## config.mk

```make
export PLATFORM = sky130hd
export DESIGN_NAME = lsu_xlen
export DESIGN_NICKNAME = d
export VERILOG_FILES = /design/src/rtl/lsu_xlen.sv
export SDC_FILE = /design/constraint.sdc
export NUM_CORES = 1
export LEC_CHECK = 0
export CAP_MARGIN = 25
export CELL_PAD_IN_SITES_DETAIL_PLACEMENT = 0
export CELL_PAD_IN_SITES_GLOBAL_PLACEMENT = 1
export CORE_MARGIN = 2
export CORE_UTILIZATION = 35
export DETAILED_ROUTE_END_ITERATION = 10
export GPL_TIMING_DRIVEN = 0
export PLACE_DENSITY_LB_ADDON = 0.1
export SLEW_MARGIN = 20
export SYNTH_ARGS = -nofsm -noshare
export SYNTH_HDL_FRONTEND = slang
export SYNTH_SLANG_ARGS = --single-unit
```

## constraint.sdc

```tcl
create_clock -name clk -period 5.8 [get_ports clk]
set_input_delay 0.58 -clock clk [delete_from_list [all_inputs] [get_ports clk]]
set_output_delay 0.58 -clock clk [all_outputs]
set_load 0.02 [all_outputs]
```

## src/rtl/lsu_xlen.sv

```systemverilog
// lsu_xlen: multi-cycle load/store unit for XLEN=32/64 with byte lanes,
// load extension, misaligned/illegal detection and a memory-mapped outport.
module lsu_xlen #(
    parameter int          XLEN         = 32,
    parameter logic [15:0] OUTPORT_ADDR = 16'hfffc
) (
    input  logic              clk,
    input  logic              rst,
    input  logic              req_valid,
    output logic              req_ready,
    input  logic              req_we,
    input  logic [2:0]        req_funct3,
    input  logic [XLEN-1:0]   req_addr,
    input  logic [XLEN-1:0]   req_wdata,
    output logic              resp_valid,
    output logic              resp_err,
    output logic [XLEN-1:0]   resp_rdata,
    output logic              mem_valid,
    input  logic              mem_ready,
    output logic              mem_we,
    output logic [XLEN-1:0]   mem_addr,
    output logic [XLEN/8-1:0] mem_be,
    output logic [XLEN-1:0]   mem_wdata,
    input  logic              mem_rvalid,
    input  logic [XLEN-1:0]   mem_rdata,
    output logic              outport_we,
    output logic [XLEN-1:0]   outport_data
);
    localparam int BEW  = XLEN / 8;
    localparam int OFFW = $clog2(BEW);

    typedef enum logic [1:0] {IDLE, REQ, WAIT, RESP} state_t;

    state_t          state_q, state_d;
    logic            we_q;
    logic [2:0]      f3_q;
    logic [XLEN-1:0] addr_q, wdata_q, rdata_q;
    logic            err_q, err_d;
    logic            accept, port_hit, cap;
    logic            illegal, misaligned, is_port;
    logic [OFFW-1:0] off;
    logic [XLEN-1:0] sh, load_ext;
    logic [7:0]      size_mask;
    logic            in_req, in_resp;

    assign accept = (state_q == IDLE) && req_valid;
    assign is_port = (req_addr == XLEN'(OUTPORT_ADDR));

    assign illegal = (req_funct3 == 3'b111)
                   || (req_we && req_funct3[2])
                   || ((XLEN == 32) && ((req_funct3 == 3'b011)
                                     || (req_funct3 == 3'b110)));

    // Size lives in funct3[1:0] for both signed and unsigned variants
    always_comb begin
        misaligned = 1'b0;
        unique case (req_funct3[1:0])
            2'b01:   misaligned = req_addr[0];
            2'b10:   misaligned = |req_addr[1:0];
            2'b11:   misaligned = |req_addr[2:0];
            default: misaligned = 1'b0;
        endcase
    end

    always_comb begin
        state_d  = state_q;
        err_d    = err_q;
        port_hit = 1'b0;
        cap      = 1'b0;
        unique case (state_q)
            IDLE: begin
                if (req_valid) begin
                    err_d = 1'b0;
                    if (illegal || misaligned) begin
                        err_d   = 1'b1;
                        state_d = RESP;
                    end else if (req_we && is_port) begin
                        port_hit = 1'b1;
                        state_d  = RESP;
                    end else begin
                        state_d = REQ;
                    end
                end
            end
            REQ: begin
                if (mem_ready) begin
                    if (we_q) begin
                        state_d = RESP;
                    end else if (mem_rvalid) begin
                        cap     = 1'b1;
                        state_d = RESP;
                    end else begin
                        state_d = WAIT;
                    end
                end
            end
            WAIT: begin
                if (mem_rvalid) begin
                    cap     = 1'b1;
                    state_d = RESP;
                end
            end
            RESP:    state_d = IDLE;
            default: state_d = IDLE;
        endcase
    end

    always_ff @(posedge clk or posedge rst) begin
        if (rst) begin
            state_q      <= IDLE;
            we_q         <= 1'b0;
            f3_q         <= '0;
            addr_q       <= '0;
            wdata_q      <= '0;
            rdata_q      <= '0;
            err_q        <= 1'b0;
            outport_we   <= 1'b0;
            outport_data <= '0;
        end else begin
            state_q    <= state_d;
            err_q      <= err_d;
            outport_we <= port_hit;
            if (accept) begin
                we_q    <= req_we;
                f3_q    <= req_funct3;
                addr_q  <= req_addr;
                wdata_q <= req_wdata;
                rdata_q <= '0;
            end
            if (port_hit) outport_data <= req_wdata;
            if (cap)      rdata_q      <= load_ext;
        end
    end

    assign off = addr_q[OFFW-1:0];
    assign sh  = mem_rdata >> {off, 3'b000};

    always_comb begin
        load_ext = '0;
        unique case (f3_q)
            3'b000:  load_ext = XLEN'($signed(sh[7:0]));
            3'b001:  load_ext = XLEN'($signed(sh[15:0]));
            3'b010:  load_ext = XLEN'($signed(sh[31:0]));
            3'b011:  load_ext = sh;
            3'b100:  load_ext = XLEN'(sh[7:0]);
            3'b101:  load_ext = XLEN'(sh[15:0]);
            3'b110:  load_ext = XLEN'(sh[31:0]);
            default: load_ext = '0;
        endcase
    end

    always_comb begin
        size_mask = 8'h01;
        unique case (f3_q[1:0])
            2'b00:   size_mask = 8'h01;
            2'b01:   size_mask = 8'h03;
            2'b10:   size_mask = 8'h0f;
            default: size_mask = 8'hff;
        endcase
    end

    assign in_req  = (state_q == REQ);
    assign in_resp = (state_q == RESP);

    assign req_ready  = (state_q == IDLE);
    assign mem_valid  = in_req;
    assign mem_we     = in_req & we_q;
    assign mem_addr   = in_req ? {addr_q[XLEN-1:OFFW], {OFFW{1'b0}}} : '0;
    assign mem_be     = in_req ? (BEW'(size_mask) << off) : '0;
    assign mem_wdata  = in_req ? (wdata_q << {off, 3'b000}) : '0;
    assign resp_valid = in_resp;
    assign resp_err   = in_resp & err_q;
    assign resp_rdata = in_resp ? rdata_q : '0;
endmodule
```

# Yosys cells after proc, flatten, opt, wreduce, memory -nomap -nowiden
# Cells that the tools add are included.
[totals]
regBits = 136
in_bits = 105
output_inout_bits = 138
word_cells = 77
[classes]
eq_ne = 21
shifts = 3
muxes = 26
bitwise_logic = 2
n_reduce_logical = 16
[ops]
columns = ["op", "count"]
rows = [
  ["32-bit two-way mux", 5],
  ["32-bit one-hot mux with 5 select lines", 1],
  ["32-bit by 16-bit equality test with 1-bit output (second input constant)", 1],
  ["32-bit by 5-bit << shifter with 32-bit output", 1],
  ["32-bit by 5-bit >> shifter with 32-bit output", 1],
  ["3-bit equality test (second input constant)", 5],
  ["4-bit one-hot mux with 3 select lines", 1],
  ["2-bit equality test (second input constant)", 5],
  ["1-bit two-way mux", 10],
  ["2-bit two-way mux", 5],
  ["3-bit by 2-bit equality test with 1-bit output (second input constant)", 3],
  ["2-bit one-hot mux with 4 select lines", 1],
  ["2-bit by 1-bit equality test with 1-bit output (second input constant)", 3],
  ["2-bit != test (second input constant)", 3],
  ["3-bit OR reduction", 2],
  ["2-bit zero test", 2],
  ["1-bit logical OR", 4],
  ["4-bit two-way mux", 1],
  ["4-bit by 2-bit << shifter with 4-bit output", 1],
  ["3-bit by 1-bit equality test with 1-bit output (second input constant)", 1],
  ["1-bit logical AND", 3],
  ["3-bit zero test", 1],
  ["1-bit one-hot mux with 3 select lines", 1],
  ["3-bit AND reduction", 1],
  ["other kinds (5)", 6],
]

# Logic depth before layout (Yosys ltp)
# Gate-level depths: netlist of the first run.
[logic_depth]
word_depth = 7
mapped_depth = 8
mapped_depth_nobuf = 6

# Worst setup path before layout of the first run
# OpenSTA, ideal clock, no wires.
[synth_timing]
path_kind = "input port to flip-flop"
from = "input req_addr[27]"
to = "register outport_data[12]"
setup_time_ns = 0.125
arrival_ns = 2.579
required_ns = 5.675
setup_slack_ns = 3.096
cell_stages = 5
n_path_buf = 1
path_cell_list = "or4b_1 -> or4_4 -> nor4_4 -> buf_6 -> mux2_2"
[synth_via]
elab_chain_len = 6
[synth_lines]
columns = ["item", "line_no", "source"]
rows = [
  ["start: declaration", "13", "input logic [XLEN-1:0] req_addr,"],
  ["32-bit by 16-bit equality test with 1-bit output", "47", "assign is_port = (req_addr == XLEN'(OUTPORT_ADDR));"],
  ["1-bit logical AND", "77", "end else if (req_we && is_port) begin"],
  ["1-bit two-way mux", "77", ""],
  ["1-bit two-way mux", "74", "if (illegal || misaligned) begin"],
  ["1-bit two-way mux", "72", "if (req_valid) begin"],
  ["1-bit two-way mux", "70", "unique case (state_q)"],
  ["end signal: assignment", "130", "if (port_hit) outport_data <= req_wdata;"],
  ["end: declaration", "27", "output logic [XLEN-1:0] outport_data"],
]
# No other way between the ends.
# A chain may end at the register's enable or synchronous reset.

# Final worst setup path of the first run
[layout_timing]
from = "register addr_q[0]"
to = "output mem_wdata[13]"
[layout_via]
elab_chain_len = 2
[layout_lines]
columns = ["item", "line_no", "source"]
rows = [
  ["start: declaration", "37", "logic [XLEN-1:0] addr_q, wdata_q, rdata_q;"],
  ["start signal: assignment", "126", "addr_q <= req_addr;"],
  ["32-bit by 5-bit << shifter with 32-bit output", "170", "assign mem_wdata = in_req ? (wdata_q << {off, 3'b000}) : '0;"],
  ["32-bit two-way mux", "170", ""],
  ["end: declaration", "23", "output logic [XLEN-1:0] mem_wdata,"],
]
# No other way between the ends.

==> results of run 1 <==
==> flip-flops by register name (all words and copies together), names as in the netlist <==
name / cells
we_q: 1
state_q: 2
f3_q: 3
addr_q: 32
outport_we: 1
rdata_q: 32
err_q: 1
outport_data: 32
wdata_q: 32
==> cell type report <==
cell class	instances	share of cell area
Clock inverter	14	0.0189
Multi-Input combinational cell	397	0.320
Sequential cell	136	0.329
Inverter	7	0.00326
Buffer	47	0.0199
Clock buffer	18	0.0415
Tap cell	265	0.0320
Timing Repair Buffer	242	0.235
==> cell usage after synthesis, types with 3 or more instances <==
library cell and n:
nor4_1 3, ha_1 4, o21ai_0 13, mux2_2 116
o211a_1 8, nand2_1 21, buf_1 11, nand4_1 3
buf_6 3, and2_1 83, dfrtp_1 136, nor4b_1 3
nor2_1 22, a221o_1 16, clkbuf_1 31, inv_1 7
a21oi_1 16, nor2b_1 3, o2bb2ai_1 24, mux2i_1 32
==> path summary, 6_finish.rpt <==
kind	startpoint	end	slack, ns	cells after the start
setup / recovery	addr_q[0]	mem_wdata[13]	1.75	6
hold reg to reg	rdata_q[11]	rdata_q[11]	0.48	1
max in group asynchronous	rst	rdata_q[6]	4.48	3
setup reg to reg	state_q[1]	rdata_q[16]	3.22	8
min in group asynchronous	rst	outport_data[7]	0.62	2
hold / removal	rdata_q[11]	rdata_q[11]	0.48	1
==> worst max-delay path, delay by kind of cell (launching register included) <==
family	cells	cell delay (ns)
DFF	1	0.37
buffers and inverters	4	2.36
and+or+nand+nor	1	0.15
muxes	1	0.16
==> where the power goes <==
part	internal, W	total (W)	switching, W
Sequential	0.00131	0.00154	0.000235
Clock	0.000723	0.00115	0.000430
Combinational	0.00117	0.00240	0.00123
==> cells by family after synthesis <==
kind of cell             count (synthesis)  synth area share
buffers and inverters                   54            0.0335
AND/OR/NAND/NOR                        154             0.129
multiplexers                           151             0.242
AO/OA/AOI/OAI                           86            0.0970
adder cells (fa/ha/maj)                  4           0.00721
other                                    1          0.000540
flip-flops                             136             0.490
==> layer usage <==
metal | track usage | vias to the layer above
li1 | - | 2635
met1 | 0.272 | 2799
met2 | 0.371 | 176
met3 | 0.0717 | 18
met4 | 0.0613 | 0
met5 | 0 | -
==> metrics by stage <==
step,worst slack (ns),hold slack [ns],area (um2)
final,1.75,0.484,10300
after global routing,1.51,0.502,10300
after CTS,1.68,0.485,10300
after detailed placement,2.13,0.466,9730
after global placement,-0.422,0.471,9680
after floorplan,1.58,0.442,6950
==> flow_metrics.tcl, run 1 <==
set metrics [dict create \
    grt_use_total 0.220 \
    die_w_um 145 \
    antenna_cells 0 \
    setup.worst_path.end_class "output pin" \
    seqCellArea_mm2 0.00340 \
    highest_layer "met4" \
    relSlewSlack 0.435 \
    totalPowerFinal_w 0.00510 \
    first_pass_iters 4 \
    multiInputGateArea_mm2 0.00332 \
    instances_no_fill 1126 \
    ctsHoldBuffers 0 \
    start_util 0.357 \
    routed_wl_mm 22.2 \
    ys.flop_type "dfrtp_1" \
    max-cap-violations 0 \
    clk_pin_slew_ns 0.06 \
    ir_drop_mv 0.242 \
    max_stage_delay_ns 0.65 \
    rsz0062_at_grt "false" \
    hold_class "reg2reg" \
    cts_num_sinks 136 \
    hold_viol 0 \
    netlist_area_mm2 0.00694 \
    mostFrequentLayoutCells "clkdlybuf4s50_1 (240), dfrtp_1 (136), mux2_2 (116)" \
    area_growth_pct 49.1 \
    cts_setup_buffers 0 \
    period_share 0.698 \
    insertion_delay_ns 0.43 \
    numPortBuffers 240 \
    final_common_cell "clkdlybuf4s50_1" \
    fp-row-count 51 \
    nNetsFinal 957 \
    worstPathArrival_ns 3.47 \
    crit_type "reg2out" \
    dp_cells 1094 \
    crit_path_cell_trace "clkbuf_1 > clkbuf_1 > buf_1 > mux2i_1 > nor2_1 > clkdlybuf4s50_1" \
    grt_max_degree 77 \
    routed-wl-met2_mm 11.1 \
    startpoint_type "flip-flop" \
    grt_overflow 0 \
    viasPerCell 5.00 \
    die_y_um 145 \
    post-route-util 0.532 \
    nFillCells 1738 \
    cp_common_cell "clkbuf_1" \
    setup_violations 0 \
    core-area_mm2 0.0195 \
    first_global_vias 5998 \
    tns_ns 0 \
    syn_inst 586 \
    cts.path.max_buffers 2 \
    synth_edf_count 0 \
    avgSynthCellArea_um2 11.8 \
    wl_met3_mm 1.65 \
    antenna_found_initial 0 \
    cts_tree "built" \
    min_period_ns 4.05 \
    async_flop_share 1.00 \
    numCtsBuffers 17 \
    worst_slew_pin_slew_ns 0.847 \
    crit_path_top_delay_cell "buf_1" \
    synth_cell_types 45 \
    num_vias 5628 \
    yosys_warnings 0 \
    drt_iter0_markers 261 \
    netlist.area_leader.share 0.490 \
    synthTopCellsByArea "dfrtp_1 (49%), mux2_2 (19%), and2_1 (7.5%)" \
    wl_met1_mm 9.26 \
    die-area_mm2 0.0210 \
    place_congestion 0.815 \
    status "finished clean" \
    wl_per_cell_um 19.8 \
    worstPathRequired_ns 5.22 \
    top_level_ports 243 \
    hpwlAfterDp_mm 16.8 \
    fmax_mhz 247 \
    clockRootBuffer "clkbuf_16" \
    postRouteAntennaNets 0 \
    drv_slew 0 \
    cp_max_fo 10 \
    p_leak_nw 4.42 \
    power_density_mw_per_mm2 493 \
    drc_errors 0 \
    htreeDepth 4 \
    yosys.area.top_type "dfrtp_1" \
    yosysSeqAreaShare 0.490 \
    ys_ff_latch 136 \
    fin_worst_skew_ns 0.00823 \
    grt_pass1_wl_mm 34.3 \
    drive_gt1_frac 0.188 \
    cts_resized 0 \
]
(Power assumes the default switching activity.)
==> run 2: changes to the inputs <==
Clock period 5.8 ns to 4 ns, I/O delays scaled along.
==> run 2 against run 1 <==
Effect of this change:
- clock power rose by 51%
- global-route usage shrank 0.67 points
- combinational power up 45%
- sequential cell count did not move
- via count up 0.12%
==> flow_metrics.tcl, run 2 (synthesis gave the netlist of run 1 again) <==
set metrics [dict create \
    startpoint_type "flip-flop" \
    numCtsBuffers 17 \
    totalPowerFinal_w 0.00746 \
    hold_viol 0 \
    cp_max_fo 10 \
    highest_layer "met4" \
    worstPathRequired_ns 3.60 \
    placed_area_mm2 0.00977 \
    mostFrequentLayoutCells "clkdlybuf4s50_1 (240), dfrtp_1 (136), mux2_2 (116)" \
    die_y_um 145 \
    viasPerCell 5.00 \
    drt_iter0_markers 227 \
    routed_wl_mm 22.0 \
    fin_area_mm2 0.0104 \
    die-area_mm2 0.0210 \
    num_vias 5635 \
    crit_type "reg2out" \
    setup_violations 0 \
    ir_drop_mv 0.324 \
    min_period_ns 3.67 \
    power_density_mw_per_mm2 716 \
    period_share 0.917 \
    worst_slew_pin_slew_ns 0.882 \
    grt_max_degree 35 \
    status "finished clean" \
    insertion_delay_ns 0.43 \
    grt_overflow 0 \
    numPortBuffers 240 \
    grt_pass1_wl_mm 33.4 \
    wl_per_cell_um 19.6 \
    start_util 0.357 \
    area_growth_pct 50.2 \
    first_pass_iters 4 \
    first_global_vias 5888 \
    hpwlAfterDp_mm 16.7 \
    final_common_cell "clkdlybuf4s50_1" \
    max-cap-violations 0 \
    drc_errors 0 \
    rsz0062_at_grt "false" \
    multiInputGateArea_mm2 0.00332 \
    wl_met3_mm 1.51 \
    htreeDepth 4 \
    fin_worst_skew_ns 0.00768 \
    fp-row-count 51 \
    seqCellArea_mm2 0.00340 \
    worstPathArrival_ns 3.27 \
    ctsHoldBuffers 0 \
    hold_class "in2async" \
    drv_slew 0 \
    antenna_found_initial 0 \
    relSlewSlack 0.410 \
    cts_num_sinks 136 \
    die_w_um 145 \
    cts.path.max_buffers 2 \
    grt_use_total 0.214 \
    clk_pin_slew_ns 0.06 \
    antenna_cells 0 \
    setup.worst_path.end_class "output pin" \
    wl_met1_mm 9.37 \
    cts_resized 0 \
    tns_ns 0 \
    core-area_mm2 0.0195 \
    top_level_ports 243 \
    cts_setup_buffers 0 \
    clockRootBuffer "clkbuf_16" \
    drive_gt1_frac 0.191 \
    place_congestion 0.810 \
    fmax_mhz 273 \
    routed-wl-met2_mm 10.7 \
    p_leak_nw 4.45 \
    nFillCells 1705 \
    cts_tree "built" \
    nNetsFinal 959 \
    postRouteAntennaNets 0 \
]
[run 2: changes by cell type in the layout (fill, tap and decap cells not counted), moves of 2 or more]
cell        previous run  this run
clkbuf_8               0         5
clkinv_2               3         0
clkinv_4               3         1
clkinvlp_4             1         3
buf_12                 0         4
[run 2: metrics by stage]
stage | hold WS (ns) | setup slack, ns | utilization | cells
6_report | 0.427 | 0.332 | 0.536 | 1127
3_3_place_gp | 0.472 | 0.600 | 0.498 | 1092
2_1_floorplan | 0.442 | 1.48 | - | 587
5_1_grt | 0.464 | 0.110 | 0.536 | 1127
3_5_place_dp | 0.466 | 0.649 | 0.502 | 1096
4_1_cts | 0.435 | 0.123 | 0.536 | 1127
[run 2: layer usage]
layer  GRT usage  vias to the layer above
met5           0                        -
met2       0.356                      213
li1            -                     2625
met3      0.0569                       35
met1       0.268                     2762
met4      0.0756                        0
[run 2: worst paths after layout]
| path | depth (start not counted) | slack (ns) | from | end |
|---|---|---|---|---|
| setup reg to reg | 8 | 1.49 | state_q[1] | rdata_q[20] |
| min in group clk | 1 | 0.49 | rdata_q[11] | rdata_q[11] |
| hold / removal | 2 | 0.43 | rst | rdata_q[17] |
| max in group asynchronous | 5 | 2.60 | rst | outport_data[13] |
| setup / recovery | 6 | 0.33 | addr_q[1] | mem_be[2] |
| hold reg to reg | 1 | 0.49 | rdata_q[11] | rdata_q[11] |
[run 2: report_power, final]
group,switching [W],leakage (nW),internal (W),total (W)
registers,0.000335,1.73,0.00190,0.00223
clock network,0.000615,0.315,0.00113,0.00174
logic,0.00179,2.40,0.00169,0.00349
total,0.00274,4.45,0.00472,0.00746
[run 2: cell type report]
class / count / share of cell area
flip-flops and latches: 136 / 0.326
multi-input cells: 397 / 0.318
repair buffers: 244 / 0.238
clock buffers: 22 / 0.0474
well taps: 265 / 0.0318
plain buffers: 47 / 0.0199
clock inverters: 9 / 0.0155
inverters: 7 / 0.00288
[run 2: critical path: stages, from the launching register on]
cell	delay (ns)
dfrtp_1	0.42
clkbuf_1	0.51
clkbuf_1	0.53
buf_1	0.52
a211oi_1	0.09
nor2_1	0.14
clkdlybuf4s50_1	0.64
